$ cat src/rtl/mem_port_arbiter.sv
// Arbitrates one single-ported memory between the fetch and data requesters.
// Data wins ties; a starvation counter forces a fetch grant after a run of data grants.
module mem_port_arbiter #(
  parameter int MEM_LATENCY  = 1,
  parameter int STARVE_LIMIT = 4
) (
  input  logic        clk,
  input  logic        reset,
  input  logic        i_req,
  input  logic [31:0] i_addr,
  output logic        i_gnt,
  output logic        i_rvalid,
  output logic [31:0] i_rdata,
  input  logic        d_req,
  input  logic [31:0] d_addr,
  input  logic        d_write_en,
  input  logic [3:0]  d_data_en,
  input  logic [31:0] d_data_i,
  output logic        d_gnt,
  output logic        d_rvalid,
  output logic [31:0] d_rdata,
  output logic        m_valid,
  input  logic        m_ready,
  output logic [31:0] m_addr,
  output logic        m_write_en,
  output logic [3:0]  m_data_en,
  output logic [31:0] m_data_i,
  input  logic [31:0] m_data_o
);

  localparam logic [3:0] LIMIT = 4'(STARVE_LIMIT);

  typedef enum logic [1:0] {
    SEL_NONE,
    SEL_FETCH,
    SEL_DATA
  } sel_t;

  sel_t                   sel;
  logic [3:0]             starve_cnt;
  logic                   force_fetch;
  logic                   accept;
  logic                   read_accept;
  logic [MEM_LATENCY-1:0] pipe_valid;
  logic [MEM_LATENCY-1:0] pipe_owner;
  logic                   i_ret;
  logic                   d_ret;
  logic [31:0]            i_rdata_q;
  logic [31:0]            d_rdata_q;

  // Reset masks the selection so every request-side output reads 0 while reset is held.
  always_comb begin
    force_fetch = (starve_cnt == LIMIT) && i_req;
    sel         = SEL_NONE;
    if (reset)            sel = SEL_NONE;
    else if (force_fetch) sel = SEL_FETCH;
    else if (d_req)       sel = SEL_DATA;
    else if (i_req)       sel = SEL_FETCH;
  end

  always_comb begin
    m_addr     = 32'h0;
    m_write_en = 1'b0;
    m_data_en  = 4'b0000;
    m_data_i   = 32'h0;
    case (sel)
      SEL_FETCH: begin
        m_addr    = i_addr;
        m_data_en = 4'b1111;
      end
      SEL_DATA: begin
        m_addr     = d_addr;
        m_write_en = d_write_en;
        m_data_en  = d_data_en;
        m_data_i   = d_data_i;
      end
      default: ;
    endcase
  end

  assign m_valid     = ~reset & (i_req | d_req);
  assign accept      = m_valid & m_ready;
  assign i_gnt       = accept & (sel == SEL_FETCH);
  assign d_gnt       = accept & (sel == SEL_DATA);
  assign read_accept = i_gnt | (d_gnt & ~d_write_en);

  // Counts data grants that bypassed a waiting fetch; saturates at the limit.
  always_ff @(posedge clk) begin
    if (reset)
      starve_cnt <= 4'd0;
    else if (!i_req || i_gnt)
      starve_cnt <= 4'd0;
    else if (d_gnt && (starve_cnt < LIMIT))
      starve_cnt <= starve_cnt + 4'd1;
  end

  // Fixed-latency return tracker; owner bit 1 marks a data load.
  always_ff @(posedge clk) begin
    if (reset) begin
      pipe_valid <= '0;
      pipe_owner <= '0;
    end else begin
      pipe_valid[0] <= read_accept;
      pipe_owner[0] <= d_gnt;
      for (int k = 1; k < MEM_LATENCY; k++) begin
        pipe_valid[k] <= pipe_valid[k-1];
        pipe_owner[k] <= pipe_owner[k-1];
      end
    end
  end

  assign i_ret = ~reset & pipe_valid[MEM_LATENCY-1] & ~pipe_owner[MEM_LATENCY-1];
  assign d_ret = ~reset & pipe_valid[MEM_LATENCY-1] &  pipe_owner[MEM_LATENCY-1];

  always_ff @(posedge clk) begin
    if (reset) begin
      i_rdata_q <= 32'h0;
      d_rdata_q <= 32'h0;
    end else begin
      if (i_ret) i_rdata_q <= m_data_o;
      if (d_ret) d_rdata_q <= m_data_o;
    end
  end

  assign i_rvalid = i_ret;
  assign d_rvalid = d_ret;
  assign i_rdata  = reset ? 32'h0 : (i_ret ? m_data_o : i_rdata_q);
  assign d_rdata  = reset ? 32'h0 : (d_ret ? m_data_o : d_rdata_q);

endmodule

$ cat config.mk
export PLATFORM = sky130hd
export DESIGN_NAME = mem_port_arbiter
export DESIGN_NICKNAME = d
export VERILOG_FILES = /design/src/rtl/mem_port_arbiter.sv
export SDC_FILE = /design/constraint.sdc
export NUM_CORES = 1
export LEC_CHECK = 0
export ABC_AREA = 1
export ABC_CLOCK_PERIOD_IN_PS = 4600
export BUFFER_PORTS_ARGS = -buffer_cell sky130_fd_sc_hd__buf_2
export CAP_MARGIN = 0
export CORE_AREA = 2 2 108 110
export DETAILED_ROUTE_END_ITERATION = 12
export DIE_AREA = 0 0 110 112
export PLACE_DENSITY_LB_ADDON = 0.08
export SKIP_LAST_GASP = 1
export SLEW_MARGIN = 20
export SYNTH_ARGS = -nofsm -noshare
export SYNTH_HDL_FRONTEND = slang
export SYNTH_SLANG_ARGS = --single-unit
$ cat constraint.sdc
create_clock -name clk -period 4.6 [get_ports clk]
set_clock_uncertainty 0.2 [all_clocks]
set_input_delay 0 -clock clk [delete_from_list [all_inputs] [get_ports clk]]
set_output_delay 0 -clock clk [all_outputs]
set_load 0.05 [all_outputs]
* After elaboration in Yosys (flattened, before gate mapping)
Cells that the tools add are included.
Operators by class: add/subtract/negate cells 1, order comparisons 1, equal/unequal tests 3, mux-type cells 12, bitwise gates (word level) 13, reductions and logical operators 5
Operator list (number):
- 32-bit 2-to-1 mux | 5
- 32-bit one-hot mux with 2 select lines | 1
- 1-bit bitwise AND | 8
- 4-bit one-hot mux with 2 select lines | 1
- 2-bit 2-to-1 mux | 3
- 4-bit by 1-bit adder with 4-bit output, second input constant | 1
- 4-bit by 3-bit == test with 1-bit output, second input constant | 1
- 4-bit by 3-bit < comparator with 1-bit output, second input constant | 1
- 1-bit NOT | 3
- 2-bit by 1-bit == test with 1-bit output, second input constant | 1
- 2-bit == test, second input constant | 1
- 1-bit logical AND | 2
- 1-bit 2-to-1 mux | 2
- 1-bit bitwise OR | 2
- 2-bit OR reduction | 1
- 1-bit logical NOT | 1
- 1-bit logical OR | 1
Storage, ports and cells: bits in registers 70, bits of input ports 138, output and inout port bits 138, logic and storage cells 40

* Longest topological paths before layout
Gate-level depths: netlist (run 1).
depth in word-level cells 8, depth in mapped cells 13, depth with buffers taken out 12

* Worst setup path after synthesis (run 1)
OpenSTA, ideal clock, no wires.
path kind reg-to-output, start point register starve_cnt[0], end point output m_addr[0], arrival 2269 ps, required time 4400 ps, path slack 2131 ps, cell stages (with the launch flop) 11, path buffers 2, cells stage by stage dfxtp_1 inv_1 ha_1 nand3_1 o21ai_0 nor2_1 inv_1 ha_1 buf_2 clkbuf_1 a21oi_1
Between the ends: longest elaborated chain between the ends 6, elaborated cells on any way between the ends 7, classes of those cells eq/ne: 3; mux: 3; reduce/logical: 1
RTL lines:
- start: declaration | RTL line 40 | logic [3:0] starve_cnt;
- start signal: assignment | RTL line 94 | starve_cnt <= starve_cnt + 4'd1;
- 4-bit by 3-bit == test with 1-bit output * | RTL line 53 | force_fetch = (starve_cnt == LIMIT) && i_req;
- 1-bit logical AND * | RTL line 53
- 2-bit 2-to-1 mux * | RTL line 56 | else if (force_fetch) sel = SEL_FETCH;
- 2-bit 2-to-1 mux * | RTL line 55 | if (reset) sel = SEL_NONE;
- 2-bit == test or 2-bit by 1-bit == test with 1-bit output (tied branches) | RTL line 66 | case (sel)
- 32-bit one-hot mux with 2 select lines * | RTL line 66
- end: declaration | RTL line 24 | output logic [31:0] m_addr,
Mark *: on every way between the ends. The rest lies on a longest branch, timed or not.

* Final worst setup path (run 1)
start point register starve_cnt[0], end point register starve_cnt[1]
Between the ends: longest elaborated chain between the ends 8, elaborated cells on any way between the ends 13, classes of those cells add/sub: 1; order compare: 1; eq/ne: 3; mux: 2; bitwise: 2; reduce/logical: 4
RTL lines:
- 4-bit by 3-bit == test with 1-bit output | RTL line 53
- 1-bit logical AND | RTL line 53
- 2-bit 2-to-1 mux | RTL line 56
- 2-bit 2-to-1 mux | RTL line 55
- 2-bit by 1-bit == test with 1-bit output | RTL line 83 | assign i_gnt = accept & (sel == SEL_FETCH);
- 1-bit bitwise AND | RTL line 83
- 1-bit logical OR | RTL line 91 | else if (!i_req || i_gnt)
- 2-bit OR reduction (no line)
Several ways; a longest one is shown, not always the timed one. A chain may end at the register's enable or synchronous reset.

==> results by group, run 1 <==
Clocking
  • CTS tree: built
  • H-tree depth: 3
  • Clock root buffer master: clkbuf_16
  • Post-CTS resize count: 0
  • Clk_lat worst skew: 320 ps
  • Post-CTS setup buffers: 0
  • Clk sink count: 70
  • Clock Tree Buf Depth: 2
  • Clock transition at path regs: around 50 ps
  • CTS Buf Count: 9
  • CTS hold repair buffers: 41

Timing
  • Max Slew Vio Count: 0
  • Worst slew margin: 0.514
  • Fin crit period: 3570 ps
  • Worst Tran Pin Value: 728 ps
  • Sum Neg Setup Slack: 0 ps
  • Highest clock rate: approximately 0.28 GHz
  • Unrepaired setup endpoints after global routing: false
  • Final hold vios: 0
  • Worst hold margin: 171 ps
  • Fraction of the cycle the final worst path needs: 0.776
  • Final setup fails: 0

Floorplanning
  • Core Footprint: 0.0112 mm²
  • Row count: 39
  • Die Width: around 110 µm
  • Die Y: 112 µm
  • Io pins: around 280
  • Initial core utilization: 0.313
  • Die area: 0.0123 mm²

Setup path
  • CP Max Fanout: 72
  • Startpoint types: register
  • Data arrival time of the worst path: 3580 ps
  • CP bufs+invs: 3
  • Crit path top cell by count: nor2_1
  • CP max stage delay: 630 ps
  • Worst Setup End Kind: register
  • Worst path slowest cell: dlygate4sd3_1
  • Delay-heaviest family, CP: buffers and inverters
  • Crit path cell chain: inv_1 > ha_1 > nand3_1 > o21ai_0 > nor2_1 > ha_4 > nand4_1 > dlygate4sd3_1 > nor2_1 > nor2_1 > dlygate4sd3_1
  • Critical Setup Path Class: reg -> reg
  • Data required, critical path: approximately 4600 ps

Final layout
  • Ant. Diodes: 0
  • # nets final: around 950
  • Layout cells sized above 1: 0.390
  • Layout area overhead: 57.8%
  • Area of the multi-input gates: about 0.0017 mm²
  • Fill cells: 1,177
  • Register area: 0.00140 mm²

Detailed routing
  • DR iter-0 viols: 236
  • DR vias/cell: 4.34
  • Remaining DRCs: 0
  • Avg WL per Cell: 12.8 µm
  • Initial DRT Pass Iterations: 4
  • ANT nets after route: 0
  • Via count: 4,167
  • Detailed Route WL: 12,300 µm

Synth
  • Largest cells by area after synthesis: dfxtp_1, nand2_1, a21oi_1
  • Gate Count Post-Synth: 518
  • Ys Warns: 0
  • Flops & latches, synth: 70
  • Cell area after synthesis: 0.00349 mm²
  • Avg Cell Area, Syn: 6.74 µm²
  • Netlist cell types: 20
  • Sequential element share of the synthesized area: 0.401
  • Top cell type by total area after synthesis: dfxtp_1
  • Syn Nets: 660
  • Top-area cell type share of the netlist area: 0.401

Pwr
  • Worst vdd ir: 0.199 mV
  • PD cells: 286 mW/mm²
  • Lkg Pwr: roughly 3.0 nW

Global route
  • Pin count of the biggest net entering global routing: 73
  • Global-route wire length before repair: 18,800 µm
  • GRT overflow: 0
  • Vias in the first global route: about 4k
  • Initial antenna violation count: 1
  • GRT Util Overall: 0.194

Flow run
  • Max-Cap Viols: 0

Status
  • Status: finished, final reports clean

Min path
  • Hold Crit Class: in -> out

Placement
  • # port buffers: 275
  • Routability cong.: just over 0.8
  • DP Wirelength: 9130 µm
worst paths after layout:
| check | end | depth (start not counted) | slack (ps) | startpoint |
|---|---|---|---|---|
| max | starve_cnt[1]$_SDFFE_PP0P_ | 11 | 1030 | starve_cnt[0]$_SDFFE_PP0P_ |
| min | m_data_i[5] | 4 | 170 | d_data_i[5] |
| max reg2reg | starve_cnt[1]$_SDFFE_PP0P_ | 11 | 1030 | starve_cnt[0]$_SDFFE_PP0P_ |
| min reg2reg | starve_cnt[3]$_SDFFE_PP0P_ | 2 | 260 | starve_cnt[3]$_SDFFE_PP0P_ |
synthesized netlist by cell type, drive strengths merged:
cell and n:
nand2 239, dfxtp 70, o21ai 65, inv 47, a21oi 37, buf 32, nor2 12, clkbuf 5
nand3 5, ha 4, nand4 1, o22ai 1
sequential cells by signal, indices dropped and copies added, names as in the netlist:
register / cells
i_rdata_q: 32
d_rdata_q: 32
pipe_owner: 1
starve_cnt: 4
pipe_valid: 1
worst reg2reg max path: cells and delay by family, from the launching register on:
kind / cells / cell delay, ps
fa+ha+maj: 2 / 820
compound gates: 1 / 110
buf+inv: 3 / 1250
simple gates: 5 / 730
flops: 1 / 350
cell families (layout without fill, tap and decap cells):
group | Yosys count | count (layout) | share of synthesized area
buffers and inverters | 84 | 383 | 0.129
flip-flops | 70 | 70 | 0.401
AO/OA/AOI/OAI | 103 | 103 | 0.168
adder cells (fa/ha/maj) | 4 | 4 | 0.0143
AND/OR/NAND/NOR | 257 | 257 | 0.287
report_power, final:
group	internal [mW]	total [mW]	leakage, nW	switching [mW]
sequential	0.613	0.615	0.565	0.00187
clock	0.418	0.663	0.137	0.245
combinational	0.102	0.298	2.30	0.196
layout by cell type (no fill, tap or decap), types with 2 or more instances in the layout:
cell           netlist  routed
buf_2               13     275
dlygate4sd3_1        0      41
nor2_2               2       2
clkbuf_1             5       3
clkinv_2             0       2
nor2_4               2       2
o21ai_2             19      19
nand2_1            238     238
dfxtp_1             70      70
nor2_1               8       8
o21ai_0             13      13
buf_4                6       4
o21ai_1             33      33
inv_1               46      46
ha_1                 4       2
a21oi_1             37      37
clkbuf_16            0       9
nand3_1              5       5
cell type report:
class                   count  share of cell area
multi-input cells         364               0.300
inverters                  47              0.0320
repair buffers            320               0.330
well taps                 143              0.0325
clock buffers              12              0.0429
clock inverters             4             0.00863
flip-flops and latches     70               0.254
per-stage QoR:
stage          cell area (µm²)  power, mW   util  setup WS (ps)  std cells
3_3_place_gp              4800      0.897  0.430           1750        903
5_1_grt                   5510       1.64  0.493            792        960
2_1_floorplan             3490      0.800      -           2130        518
6_report                  5510       1.58  0.493           1030        960
4_1_cts                   5500       1.59  0.492            690        960
3_5_place_dp              4800      0.899  0.430           1660        903
layer usage:
layer	part of all wire	vias up	track usage	wire length [µm]
met5	0.00097	-	0	12
met3	0.079	12	0.0697	968
li1	-	2185	-	-
met2	0.51	148	0.343	6230
met4	0.012	2	0.0498	150
met1	0.40	1820	0.217	4970
No activity file was read; power rests on OpenSTA's default activity.
==> inputs of run 2 (changes only) <==
- ABC_CLOCK_PERIOD_IN_PS: 4600 -> 3120
- clock period: 4.6 -> 3.12 ns (I/O delays scaled with it)
==> run 2 against run 1 <==
Cell count stayed put; flip-flop and latch count unchanged; total power grew 43%; clock power grew 36%; critical endpoint is now m_data_en[0]; core utilization down 0.18 points; first-iteration DRC count rose by 3.8%; worst setup slack got worse by 700 ps; sequential share of layout area increased by 0.093 points; combinational power up 48%; via count grew 0.84%; non-clock buffer count unchanged.
==> results by group, run 2 (synthesis results as in run 1) <==
Setup path
  • Reg2reg end: pipe_valid$_SDFF_PP0_
  • Data arrival time of the worst path: 2590 ps
  • Startpoint types: register
  • FF-to-FF Start: starve_cnt[0]$_SDFFE_PP0P_
  • Setup crit start: starve_cnt[0]$_SDFFE_PP0P_
  • Reg-to-reg slack, setup: 370 ps
  • Crit path top cell by count: inv_1
  • CP max stage delay: 320 ps
  • CP Max Fanout: 33
  • Crit path to: m_data_en[0]
  • Worst Setup End Kind: output port
  • Crit path cell chain: inv_1 > ha_1 > nand3_1 > o21ai_0 > nand2_1 > inv_1 > ha_2 > buf_4 > inv_1 > a21oi_1 > buf_2
  • Data required, critical path: 2920 ps
  • Critical Setup Path Class: reg -> out
  • Worst Reg-to-Reg Cells: 11
  • Worst path slowest cell: dfxtp_1

Final layout
  • Register area: about 0.0014 mm²
  • Commonest non-fill, non-tap cells in the layout: buf_2, nand2_1, dfxtp_1
  • Fill cells: 1,159
  • Commonest non-fill, non-tap cell in the layout: buf_2
  • # nets final: 954
  • Ant. Diodes: 0
  • Cell area after layout: 0.00549 mm²
  • Area of the multi-input gates: 0.00164 mm²
  • Layout area overhead: 57.3%
  • Biggest regs: d_rdata_q: 32 flops, i_rdata_q: 32 flops, starve_cnt: 4 flops
  • Layout cells sized above 1: 0.395

Global route
  • Initial antenna violation count: 1
  • GRT Util Overall: 0.204
  • Global-route wire length before repair: approximately 20,000 µm
  • GRT overflow: 0
  • Vias in the first global route: 4,052
  • Pin count of the biggest net entering global routing: 73

Detailed routing
  • Metal-1 WL: 4900 µm
  • Remaining DRCs: 0
  • Via count: 4,202
  • DR vias/cell: 4.38
  • Top sig layer: met5
  • Detailed Route WL: 12,900 µm
  • Wire length on met3: 972 µm
  • DR WL met2: 6600 µm
  • Avg WL per Cell: 13.4 µm
  • ANT nets after route: 0
  • DR iter-0 viols: around 250
  • Initial DRT Pass Iterations: 6

Clocking
  • Clk_lat worst skew: 320 ps
  • H-tree depth: 3
  • CTS Buf Count: 9
  • Clock transition at path regs: 50 ps
  • Post-CTS resize count: 0
  • Clock Tree Buf Depth: 2
  • Clk sink count: 70
  • CTS tree: built
  • Clock root buffer master: clkbuf_16

Pwr
  • Reg power frac: 0.403
  • Internal power: 1.61 mW
  • Sw Pwr: between 600 and 700 µW
  • Worst vdd ir: between 0.2 and 0.3 mV
  • Comb power frac: 0.196
  • Clock network power share: 0.401
  • Lkg Pwr: 3.00 nW
  • PD cells: 409 mW/mm²
  • Sw frac: 0.285

Timing
  • Final setup fails: 0
  • Unrepaired setup endpoints after global routing: false
  • Worst slew margin: 0.547
  • Max Slew Vio Count: 0
  • Final hold vios: 0
  • Worst Tran Pin Value: 679 ps
  • Fraction of the cycle the final worst path needs: 0.893
  • Worst hold margin: 66.7 ps
  • Sum Neg Setup Slack: 0 ps
  • Fin crit period: 2790 ps
  • Highest clock rate: ~0.36 GHz

Placement
  • DP Wirelength: 10000 µm
  • # port buffers: 275
  • Routability cong.: 1.04
  • DP Area: between 0.004 and 0.005 mm²

Status
  • Status: finished, final reports clean

Flow run
  • Max-Cap Viols: 0

Floorplanning
  • Io pins: between 200 and 300
  • Row count: 39
  • Die area: about 0.012 mm²
  • Die Width: 110 µm
  • Core Footprint: ~0.011 mm²
  • Die Y: 112 µm
  • Initial core utilization: 0.313

Min path
  • Hold path depth: 6
  • Hold Crit Class: in -> reg
==> run 2: changes by cell type in the layout (fill, tap and decap cells not counted) <==
cell,previous run,this run
buf_4,4,6
clkbuf_1,3,2
ha_2,1,2
dlygate4sd3_1,41,38
buf_12,0,1
clkinv_2,2,3
ha_4,1,0
bufinv_16,1,0
clkbuf_8,0,1
==> run 2: area by class of cell <==
| cell class | count | area share |
|---|---|---|
| repair buffers | 320 | 0.332 |
| multi-input cells | 364 | 0.299 |
| flip-flops and latches | 70 | 0.255 |
| clock buffers | 12 | 0.0449 |
| well taps | 143 | 0.0326 |
| inverters | 47 | 0.0321 |
| clock inverters | 4 | 0.00410 |
==> run 2: stage by stage <==
step,worst slack [ps],power [mW],std cells,util
2_1_floorplan,651,1.18,518,-
3_3_place_gp,617,1.33,906,0.433
3_5_place_dp,517,1.33,906,0.433
4_1_cts,172,2.28,960,0.491
5_1_grt,56.1,2.35,960,0.491
6_report,333,2.25,960,0.491
==> run 2: worst min path at each step <==
stage	startpoint	end	slack, ps
after global placement	d_write_en	pipe_valid$_SDFF_PP0_	20
after floorplan	d_write_en	pipe_valid$_SDFF_PP0_	-90
final	d_req	starve_cnt[1]$_SDFFE_PP0P_	70
after CTS	d_req	starve_cnt[1]$_SDFFE_PP0P_	40
after global routing	d_req	starve_cnt[0]$_SDFFE_PP0P_	100
after detailed placement	m_data_o[14]	d_rdata_q[14]$_DFF_P_	30
==> run 2: power groups by stage <==
stage               Combinational [mW]  Clock, mW  Sequential (mW)
floorplan                        0.255          0            0.925
global placement                 0.401          0            0.925
detailed placement               0.404          0            0.925
CTS                              0.442      0.929            0.906
global route                     0.473      0.974            0.906
finish                           0.441      0.900            0.907
==> run 2: critical path, delay by kind of cell, from the launching register on <==
| kind | cells | cell delay, ps |
|---|---|---|
| fa+ha+maj | 2 | 300 |
| flops | 1 | 320 |
| simple gates | 2 | 190 |
| compound gates | 2 | 460 |
| buf+inv | 5 | 1010 |
==> run 2: timing repair <==
action / in CTS / in global routing
hold endpoints to repair: 70 / 0
setup buffers: 0 / 0
hold buffers: 38 / 0
==> run 2: metal layers <==
layer	vias up	global-route usage
li1	2189	-
met1	1814	0.212
met2	165	0.363
met3	32	0.0656
met4	2	0.0970
met5	-	0
